### src/rtl/fetch_stage_pkg.sv
// Constants shared by the fetch and decode stages: reset vector, the no-op
// used for bubbles, and the RV32I base opcodes.
package fetch_stage_pkg;

  localparam logic [31:0] RESET_PC_DEFAULT = 32'h0000_2000;
  localparam logic [31:0] NOP_INST_DEFAULT = 32'h0000_0013;

  localparam logic [6:0] OPC_LUI    = 7'b0110111;
  localparam logic [6:0] OPC_AUIPC  = 7'b0010111;
  localparam logic [6:0] OPC_JAL    = 7'b1101111;
  localparam logic [6:0] OPC_JALR   = 7'b1100111;
  localparam logic [6:0] OPC_BRANCH = 7'b1100011;
  localparam logic [6:0] OPC_LOAD   = 7'b0000011;
  localparam logic [6:0] OPC_STORE  = 7'b0100011;
  localparam logic [6:0] OPC_OP_IMM = 7'b0010011;
  localparam logic [6:0] OPC_OP     = 7'b0110011;

  typedef struct packed {
    logic [31:0] inst;
    logic [31:0] pc;
  } fetch_entry_t;

  function automatic logic [31:0] word_align(input logic [31:0] addr);
    return {addr[31:2], 2'b00};
  endfunction

endpackage

### src/rtl/fetch_skid_buffer.sv
// One-entry {inst, pc} holding register that parks a fetched instruction
// while decode is back-pressuring.
module fetch_skid_buffer
  import fetch_stage_pkg::*;
(
  input  logic        clk,
  input  logic        reset_n,
  input  logic        capture,
  input  logic        clear,
  input  logic        flush,
  input  logic [31:0] cap_inst,
  input  logic [31:0] cap_pc,
  output logic        valid,
  output logic [31:0] inst,
  output logic [31:0] pc
);

  logic         valid_q;
  fetch_entry_t entry_q;

  always_ff @(posedge clk) begin
    if (!reset_n) begin
      valid_q <= 1'b0;
    end else if (flush) begin
      valid_q <= 1'b0;
    end else if (capture) begin
      valid_q <= 1'b1;
    end else if (clear) begin
      valid_q <= 1'b0;
    end
  end

  // Payload carries no reset; valid_q alone qualifies it.
  always_ff @(posedge clk) begin
    if (capture) begin
      entry_q <= '{inst: cap_inst, pc: cap_pc};
    end
  end

  assign valid = valid_q;
  assign inst  = entry_q.inst;
  assign pc    = entry_q.pc;

endmodule

### src/rtl/fetch_stage.sv
// Instruction-fetch front end: PC generation, icache request/response
// capture, skid-buffered valid/ready hand-off to decode, redirect flush.
module fetch_stage
  import fetch_stage_pkg::*;
#(
  parameter logic [31:0] RESET_PC = RESET_PC_DEFAULT,
  parameter logic [31:0] NOP_INST = NOP_INST_DEFAULT
) (
  input  logic        clk,
  input  logic        reset_n,
  input  logic        stall,
  output logic [31:0] icache_addr,
  output logic        icache_re,
  input  logic [31:0] icache_dout,
  input  logic        redirect_valid,
  input  logic [31:0] redirect_pc,
  input  logic        d_ready,
  output logic        d_valid,
  output logic [31:0] d_inst,
  output logic [31:0] d_pc
);

  logic [31:0] pc_q;
  logic        req_valid_q;
  logic [31:0] req_pc_q;
  logic        skid_valid_q;
  logic [31:0] skid_inst_q;
  logic [31:0] skid_pc_q;

  logic        advance;
  logic        redirect_go;
  logic [31:0] redirect_target;
  logic        issue;
  logic        transfer;
  logic        skid_capture;

  assign advance         = reset_n && !stall;
  assign redirect_go     = advance && redirect_valid;
  assign redirect_target = word_align(redirect_pc);

  // A new request may issue only if its response will have somewhere to land
  // next cycle: either the current holder drains now or nothing is held.
  assign issue = advance && (redirect_valid ||
                             (skid_valid_q ? d_ready : (!req_valid_q || d_ready)));

  assign icache_re   = issue;
  assign icache_addr = redirect_go ? redirect_target : pc_q;

  always_comb begin
    d_valid = 1'b0;
    d_inst  = NOP_INST;
    d_pc    = '0;
    if (reset_n && !redirect_go) begin
      if (skid_valid_q) begin
        d_valid = 1'b1;
        d_inst  = skid_inst_q;
        d_pc    = skid_pc_q;
      end else if (req_valid_q) begin
        d_valid = 1'b1;
        d_inst  = icache_dout;
        d_pc    = req_pc_q;
      end
    end
  end

  assign transfer     = d_valid && d_ready && !stall;
  assign skid_capture = advance && req_valid_q && !skid_valid_q && !d_ready && !redirect_valid;

  // ---- request stage: PC and in-flight tracking ----
  always_ff @(posedge clk) begin
    if (!reset_n) begin
      pc_q        <= RESET_PC;
      req_valid_q <= 1'b0;
    end else if (!stall) begin
      if (redirect_valid) begin
        req_valid_q <= 1'b1;
        pc_q        <= redirect_target + 32'd4;
      end else if (issue) begin
        req_valid_q <= 1'b1;
        pc_q        <= pc_q + 32'd4;
      end else begin
        req_valid_q <= 1'b0;
      end
    end
  end

  always_ff @(posedge clk) begin
    if (issue) begin
      req_pc_q <= icache_addr;
    end
  end

  // ---- response stage: park the response when decode is not ready ----
  fetch_skid_buffer u_skid (
    .clk      (clk),
    .reset_n  (reset_n),
    .capture  (skid_capture),
    .clear    (transfer),
    .flush    (redirect_go),
    .cap_inst (icache_dout),
    .cap_pc   (req_pc_q),
    .valid    (skid_valid_q),
    .inst     (skid_inst_q),
    .pc       (skid_pc_q)
  );

endmodule

### config.mk
export PLATFORM = sky130hd
export DESIGN_NAME = fetch_stage
export DESIGN_NICKNAME = d
export VERILOG_FILES = /design/src/rtl/fetch_stage_pkg.sv /design/src/rtl/fetch_skid_buffer.sv /design/src/rtl/fetch_stage.sv
export SDC_FILE = /design/constraint.sdc
export NUM_CORES = 1
export LEC_CHECK = 0
export BUFFER_PORTS_ARGS = -buffer_cell sky130_fd_sc_hd__buf_4
export CAP_MARGIN = 20
export CORE_ASPECT_RATIO = 2
export CORE_UTILIZATION = 58
export CTS_CLUSTER_SIZE = 24
export DETAILED_ROUTE_END_ITERATION = 6
export HOLD_SLACK_MARGIN = 0.1
export MAX_ROUTING_LAYER = met4
export PLACE_DENSITY = 0.95
export SKIP_CTS_REPAIR_TIMING = 1
export SKIP_LAST_GASP = 1
export SYNTH_ARGS = -nofsm -noshare
export SYNTH_HDL_FRONTEND = slang
export SYNTH_SLANG_ARGS = --single-unit
### constraint.sdc
create_clock -name clk -period 22.3 [get_ports clk]
set_input_delay 1.115 -clock clk [delete_from_list [all_inputs] [get_ports clk]]
set_output_delay 1.115 -clock clk [all_outputs]
set_load 0.005 [all_outputs]
==> reports/qor.csv, run 1 <==
metric,value,unit
Total Power,608,uW
total core area,10900,um^2
initial antenna violation count,0,
Most common cell on crit path,buf_4,
chip height,152,um
RSZ-0062 raised after global routing,no,
largest net degree at the start of global routing,91,
Synth area leaders,"edfxtp_1, dfxtp_1, a22oi_1",
pwr/cell area,72.6,nW/um^2
worst min path class,reg2reg,
setup violators final,0,
"EDFF count, synth",92,
WL final,18600,um
Final Hold Vio Count,0,
first-pass GRT wire length,28700,um
Setup TNS Final,0,ns
slew margin rel.,40.3,%
period utilization,20.0,%
CP arrival,3.34,ns
LEAKAGE,0.00315,uW
Final ANT Viol Nets,0,
Netlist cell types,61,
top-area cell type share of the netlist area,42.4,%
Inserted Diodes,0,
Fmax,224,MHz
reg2reg end,pc_q[28]$_SDFFE_PN0P_,
Max Transition Viols Final,0,
max cap viols,0,
CTS tree,yes,
routed vias/inst,6.56,
crit path to,d_pc[2],
crit path time final,4.46,ns
cell count after synthesis,624,
Critical Path Sink Type,output pin,
final cell count without fillers,916,
clk root buf,clkbuf_16,
HPWL Detailed,12400,um
Vias,6011,
Starting Density,59.5,%
Routability Congestion,0.935,
status,"complete, no violations",
worst-skew pair later-pin latency,0.41,ns
Ys Warns,0,
ys flop type,edfxtp_1,
# DRC,0,
Boundary Pins,167,
row count,54,
critical path type,in2out,
H-tree depth,4,
Starting DRT DRC Count,502,
Num CTS Buffers,17,
layout cell share with drive strength beyond 1,32.2,%
CP max-delay cell,buf_4,
Synth area leader,edfxtp_1,
DR WL/cell,20.3,um
vias in the first global route,5883,
DP Cell Count,882,
Post-synth top cells,"edfxtp_1, nor2_1, a22oi_1, nand2_1, mux2_2",
die area,11700,um^2
Bufs on Longest Clock Path,2,
Worst Path Max Fanout,90,
die width,76.9,um
DR pass1 iterations,5,
most frequent cell after synthesis,edfxtp_1,
path depth of the worst reg2reg path,8,
crit path cell chain,"buf_4, nand2_1, nand2_2, buf_16, nor2_1, buf_4",
critical path's largest stage delay,0.65,ns
synthesized flop and latch total,124,
Worst EP required,21.19,ns
I/O Buffers,160,
Tot GR Track Use,32.4,%
mapped cell area,6510,um^2
Worst-Margin Slew,0.895,ns
Worst Skew,0.00721,ns
# fillers,709,
"Reg clk slew, reported paths",0.05,ns
Worst setup startpoint,redirect_valid,
CP Launch Type,input pin,
"Async S/R FF share, synth",0,%
Synth-to-Final Area Change,28.6,%
Peak VDD IR,0.0603,mV
sequential share of the synthesized area,52.3,%
CTS Sinks,124,
total grt overflow,0,
reg2reg setup slack,19.64,ns
RR Startpoint,pc_q[2]$_SDFFE_PN0P_,
Nets,833,
syn avg cell area,10.4,um^2
-- power breakdown --
group | leakage (uW) | total (uW) | switching (uW) | internal (uW)
Clock | 0.000281 | 272 | 97.5 | 175
Combinational | 0.00176 | 73.7 | 40.3 | 33.3
Sequential | 0.00111 | 262 | 6.36 | 256
Total | 0.00315 | 608 | 144 | 464
-- logic make-up after synthesis --
| group | count (synthesis) | synth area share [%] |
|---|---|---|
| XOR/XNOR | 2 | 0.269 |
| multiplexers | 54 | 9.13 |
| buffers and inverters | 61 | 4.27 |
| flip-flops | 124 | 52.3 |
| AND/OR/NAND/NOR | 210 | 15.4 |
| AO/OA/AOI/OAI | 171 | 18.5 |
| other | 1 | 0.0576 |
| adder cells (fa/ha/maj) | 1 | 0.192 |
-- per-layer routing --
layer  global-route usage [%]  part of all wire (%)  up-vias
met5                        -                     0        -
met4                     20.9                   6.0        0
met3                     7.39                   8.3       95
met2                     53.8                    52      392
met1                     34.0                    33     2825
li1                         -                     -     2699
-- critical path, delay by kind of cell --
family | cells | cell delay [ns]
buffers and inverters | 3 | 1.04
AND/OR/NAND/NOR | 3 | 1.13
-- stage by stage --
step           hold WS, ns  util, %  setup slack, ns  area (um^2)
2_1_floorplan        0.427        -            14.17         6520
3_3_place_gp         0.435     70.7            17.79         7740
3_5_place_dp         0.437     70.7            17.71         7740
4_1_cts              0.449     76.0            17.69         8320
5_1_grt              0.466     76.5            17.72         8380
6_report             0.447     76.5            17.84         8380
-- layout by cell type (no fill, tap or decap), drive strengths merged, types with 6 or more instances in the layout --
master,n
o22ai,6
nand4,20
o21ai,23
a22oi,67
nor2b,7
edfxtp,92
inv,8
nand2,48
mux2,40
clkbuf,20
a21oi,20
dfxtp,32
mux2i,14
nand3,26
nor2,72
buf,171
clkinv,7
a31oi,9
nor3,9
o211ai,10
-- final cells by class --
cell class | instances | area, um^2 | area share [%]
clock buffer | 20 | 437 | 5.21
clock inverter | 12 | 145 | 1.73
inverter | 7 | 26.3 | 0.314
multi-input combinational | 442 | 2870 | 34.2
sequential | 124 | 3400 | 40.6
tap | 140 | 175 | 2.09
timing repair buffer | 171 | 1320 | 15.8
-- flip-flops by register name, indices dropped and copies added, names as in the netlist --
signal,flops
req_valid_q,1
req_pc_q,30
pc_q,30
u_skid.pc,30
u_skid.valid,1
u_skid.inst,32
-- how the worst min path moves through the flow --
stage                            from                 endpoint  slack (ns)  cells after the start
3_5_place_dp    req_pc_q[3]$_DFFE_PP_   u_skid.pc[3]$_DFFE_PP_        0.44                      0
3_3_place_gp   req_pc_q[28]$_DFFE_PP_  u_skid.pc[28]$_DFFE_PP_        0.43                      0
4_1_cts         req_pc_q[3]$_DFFE_PP_   u_skid.pc[3]$_DFFE_PP_        0.45                      0
5_1_grt         req_pc_q[3]$_DFFE_PP_   u_skid.pc[3]$_DFFE_PP_        0.47                      0
2_1_floorplan  req_pc_q[10]$_DFFE_PP_  u_skid.pc[10]$_DFFE_PP_        0.43                      0
6_report        req_pc_q[3]$_DFFE_PP_   u_skid.pc[3]$_DFFE_PP_        0.45                      0
(Power assumes the default switching activity.)
==> run 2: changes to the inputs <==
CORE_UTILIZATION = 48   (was 58)
PLACE_DENSITY = 0.88   (was 0.95)
clock period = 3.63 ns   (was 22.3 ns; I/O delays follow)
==> reports/qor.csv, run 2 (synthesis gave the netlist of run 1 again) <==
metric,value,unit,change
status,"complete, but fails checks",,
failing checks,design-rule violations,,
post-route design area,8670,um^2,+3.5%
layout cell share with drive strength beyond 1,31.1,%,-1.1 points
Nets,868,,+4.2%
slew margin rel.,38.9,%,-1.4 points
Bufs on Longest Clock Path,2,,unchanged
total grt overflow,0,,unchanged
Final ANT Viol Nets,0,,unchanged
Routability Congestion,0.918,,-1.9%
Worst-Margin Slew,0.915,ns,+0.0197 ns
setup violators final,0,,unchanged
vias in the first global route,5602,,-4.8%
Max Transition Viols Final,0,,unchanged
routed vias/inst,6.17,,-6.1%
"commonest non-fill, non-tap cell in the layout",buf_4,,
CP arrival,2.73,ns,-0.61 ns
Sw Share,23.9,%,+0.16 points
Worst Path Max Fanout,47,,-48%
Fmax,344,MHz,
worst min path class,in2reg,,
LEAKAGE,0.00327,uW,+3.8%
Starting DRT DRC Count,412,,-18%
Inserted Diodes,0,,unchanged
crit path cell chain,"buf_4, buf_4, nor2b_1, nand2_1, buf_4, o21ai_0, buf_4",,
worst-skew pair later-pin latency,0.41,ns,about the same
I/O Buffers,160,,unchanged
Most common cell on crit path,buf_4,,
Vias,5937,,-1.2%
period utilization,80.1,%,
crit path time final,2.91,ns,
DR WL/cell,19.3,um,-5.2%
reg2reg setup slack,1.14,ns,-18.50 ns
Peak VDD IR,0.338,mV,+460%
"Reg clk slew, reported paths",0.05,ns,about the same
P_sw,875,uW,+510%
Setup TNS Final,0,ns,unchanged
Int Power,2790,uW,+500%
Final Hold Vio Count,0,,unchanged
first-pass GRT wire length,28000,um,-2.3%
Num CTS Buffers,17,,unchanged
die width,84.4,um,+9.7%
CP Launch Type,input pin,,
HPWL Detailed,12300,um,-1.4%
critical path's largest stage delay,0.50,ns,-0.15 ns
largest net degree at the start of global routing,64,,-30%
Worst EP required,3.45,ns,-17.74 ns
max reg flops,32,,unchanged
CTS Sinks,124,,unchanged
clk root buf,clkbuf_16,,
Worst Skew,0.00816,ns,+0.000944 ns
share of total power in combinational logic,13.0,%,+0.9 points
Boundary Pins,167,,unchanged
Clock power frac,43.1,%,-1.7 points
CP max-delay cell,buf_4,,
CTS tree,yes,,
Critical Path Sink Type,output pin,,
Starting Density,49.6,%,-9.9 points
die area,14100,um^2,+20%
"commonest cells after routing, fill and taps aside","buf_4, edfxtp_1, nor2_1",,
DP Area,7800,um^2,+0.79%
# DRC,15,,+15
Reg power frac,43.9,%,+0.8 points
Synth-to-Final Area Change,33.1,%,
chip height,167,um,+9.8%
RSZ-0062 raised after global routing,no,,
row count,59,,+9.3%
critical path type,in2out,,
pwr/cell area,423,nW/um^2,+480%
WL final,18600,um,-0.28%
H-tree depth,4,,unchanged
DR pass1 iterations,7,,+2
Tot GR Track Use,26.2,%,-6.2 points
total core area,13100,um^2,+20%
max cap viols,0,,unchanged
initial antenna violation count,0,,unchanged
run 2: metrics by stage:
step / worst slack, ns / power, uW / cells / hold WS [ns] / utilization (%)
floorplan: 0.441 / 1870 / 627 / 0.280 / -
global placement: 0.825 / 2060 / 899 / 0.369 / 59.4
detailed placement: 0.777 / 2080 / 899 / 0.371 / 59.4
CTS: 0.796 / 3650 / 931 / -0.0580 / 63.5
global route: 0.496 / 3790 / 963 / 0.108 / 65.9
finish: 0.722 / 3670 / 963 / 0.111 / 65.9
run 2: power by group through the flow:
stage / sequential, uW / combinational, uW / clock [uW]
after floorplan: 1630 / 241 / 0
after global placement: 1630 / 431 / 0
after detailed placement: 1640 / 441 / 0
after CTS: 1610 / 443 / 1600
after global routing: 1610 / 514 / 1660
final: 1610 / 477 / 1580
run 2: layout make-up:
cell class,count,area (um^2)
multi-input cells,442,2870
repair buffers,206,1630
flip-flops and latches,124,3400
fillers,1040,4470
clock inverters,11,104
well taps,152,190
inverters,7,26.3
clock buffers,21,440
run 2: path summary, 6_finish.rpt:
kind | start | to | cells after the start
setup / recovery | redirect_valid | icache_addr[9] | 7
hold / removal | redirect_pc[7] | pc_q[7]$_SDFFE_PN0P_ | 3
setup reg to reg | pc_q[4]$_SDFFE_PN0P_ | pc_q[27]$_SDFFE_PN0P_ | 5
hold reg to reg | req_pc_q[10]$_DFFE_PP_ | u_skid.pc[10]$_DFFE_PP_ | 0
run 2: worst max-delay path, delay by kind of cell:
family / cells / cell delay (ns)
buf+inv: 4 / 1.47
simple gates: 2 / 0.63
compound gates: 1 / 0.41
run 2: metal layers:
layer	up-vias	share of wire [%]	GRT usage, %	wire length [um]
met5	-	0	-	0
met4	0	5.2	15.7	965
met3	83	5.8	5.30	1070
met2	260	54	45.8	9960
met1	2839	35	26.8	6560
li1	2755	-	-	-
==> run 3: changes to the inputs <==
clock period = 2.53 ns   (was 3.63 ns; I/O delays follow)
==> reports/qor.csv, run 3 (synthesis gave the netlist of run 1 again) <==
metric,value,unit,change
critical path type,reg2reg,,
final hold slack,0.108,ns,-0.00381 ns
LEAKAGE,0.00342,uW,+4.5%
Num CTS Buffers,17,,unchanged
period utilization,89.9,%,
H-tree depth,4,,unchanged
Max Transition Viols Final,0,,unchanged
Synth-to-Final Area Change,38.7,%,
total grt overflow,0,,unchanged
Nets,896,,+3.2%
CTS Sinks,124,,unchanged
row count,59,,unchanged
Placement Setup Slack,0.229,ns,-0.548 ns
Routability Congestion,0.960,,+4.7%
status,"complete, but fails checks",,
# DRC,15,,unchanged
chip height,167,um,unchanged
worst-skew pair later-pin latency,0.41,ns,about the same
CP arrival,2.58,ns,-0.15 ns
DP Area,7970,um^2,+2.1%
layout cell share with drive strength beyond 1,32.5,%,+1.4 points
Starting Density,49.6,%,unchanged
RSZ-0062 raised after global routing,no,,
total core area,13100,um^2,unchanged
M3 GR Usage,4.21,%,-1.1 points
Vias,6048,,+1.9%
Inserted Diodes,0,,unchanged
crit path cell chain,"nand3b_1, a222oi_1, nand4_1, buf_4, o41ai_1",,
Final ANT Viol Nets,0,,unchanged
CTS tree,yes,,
WP buf/inv,1,,-3
Tot GR Track Use,26.2,%,about the same
max cap viols,0,,unchanged
"commonest cells after routing, fill and taps aside","buf_4, edfxtp_1, nor2_1",,
Critical Path Sink Type,register,,
Sw Share,24.4,%,+0.56 points
Clock power frac,43.3,%,+0.2 points
vias in the first global route,5630,,+0.50%
Int Power,4060,uW,+45%
die area,14100,um^2,unchanged
GRT busiest layer,met2,,
WL final,19000,um,+2.6%
routed vias/inst,6.11,,-0.91%
Final Worst Setup Slack,0.256,ns,-0.466 ns
largest net degree at the start of global routing,64,,unchanged
Bufs on Longest Clock Path,2,,unchanged
initial antenna violation count,0,,unchanged
crit path time final,2.27,ns,
setup violators final,0,,unchanged
die width,84.4,um,unchanged
Worst Skew,0.00915,ns,+0.000989 ns
Final Hold Vio Count,0,,unchanged
routing usage on met2,45.9,%,+0.11 points
DR WL/cell,19.2,um,-0.15%
HPWL Detailed,12600,um,+2.6%
share of total power in combinational logic,13.7,%,+0.7 points
first-pass GRT wire length,28100,um,+0.42%
Worst Path Max Fanout,7,,-85%
pwr/cell area,595,nW/um^2,+41%
met1 Track Usage GR,27.5,%,+0.73 points
max reg flops,32,,unchanged
"commonest non-fill, non-tap cell in the layout",buf_4,,
clk root buf,clkbuf_16,,
family with the most delay on the worst path,compound AO/OA/AOI/OAI gates,,
"Core Util, Final",68.7,%,+2.8 points
worst min path class,in2reg,,
CP Launch Type,register,,
Worst EP required,2.83,ns,-0.62 ns
"Reg clk slew, reported paths",0.06,ns,about the same
Starting DRT DRC Count,355,,-14%
failing checks,design-rule violations,,
slew margin rel.,55.4,%,+16 points
Peak VDD IR,0.634,mV,+88%
critical path's largest stage delay,0.54,ns,+0.04 ns
Fmax,440,MHz,
Boundary Pins,167,,unchanged
Reg power frac,42.9,%,-1.0 points
Worst-Margin Slew,0.669,ns,-0.245 ns
I/O Buffers,160,,unchanged
P_sw,1310,uW,+50%
DR pass1 iterations,7,,unchanged
post-route design area,9030,um^2,+4.2%
CP max-delay cell,a222oi_1,,
-- run 3: per-stage QoR --
stage,total power [uW],setup TNS [ns],std cells
CTS,5340,0,941
global route,5550,0,990
finish,5380,0,990
detailed placement,3010,0,910
floorplan,2690,-29.00,627
global placement,2990,0,910
-- run 3: path summary, 6_finish.rpt --
check             slack, ns                endpoint  depth (start not counted)                   from
setup reg to reg       0.26   pc_q[21]$_SDFFE_PN0P_                          5   pc_q[5]$_SDFFE_PN0P_
hold / removal         0.11  req_pc_q[15]$_DFFE_PP_                          2        redirect_pc[15]
setup / recovery       0.26   pc_q[21]$_SDFFE_PN0P_                          5   pc_q[5]$_SDFFE_PN0P_
hold reg to reg        0.44  u_skid.pc[4]$_DFFE_PP_                          0  req_pc_q[4]$_DFFE_PP_
-- run 3: power groups by stage --
stage          combinational [uW]  sequential (uW)  clock, uW
2_1_floorplan                 354             2330          0
3_3_place_gp                  643             2340          0
3_5_place_dp                  658             2350          0
4_1_cts                       663             2310       2370
5_1_grt                       790             2320       2450
6_report                      737             2310       2330
-- run 3: routing by layer --
| layer | vias to the layer above | wire (um) |
|---|---|---|
| li1 | 2824 | - |
| met1 | 2886 | 6910 |
| met2 | 263 | 10100 |
| met3 | 75 | 1040 |
| met4 | 0 | 951 |
| met5 | - | 0 |
-- run 3: final cells by class --
class / count / area [um^2]
flip-flops and latches: 124 / 3400
clock inverters: 13 / 144
fillers: 959 / 4110
well taps: 152 / 190
inverters: 7 / 31.3
clock buffers: 18 / 429
multi-input cells: 442 / 2900
repair buffers: 234 / 1930
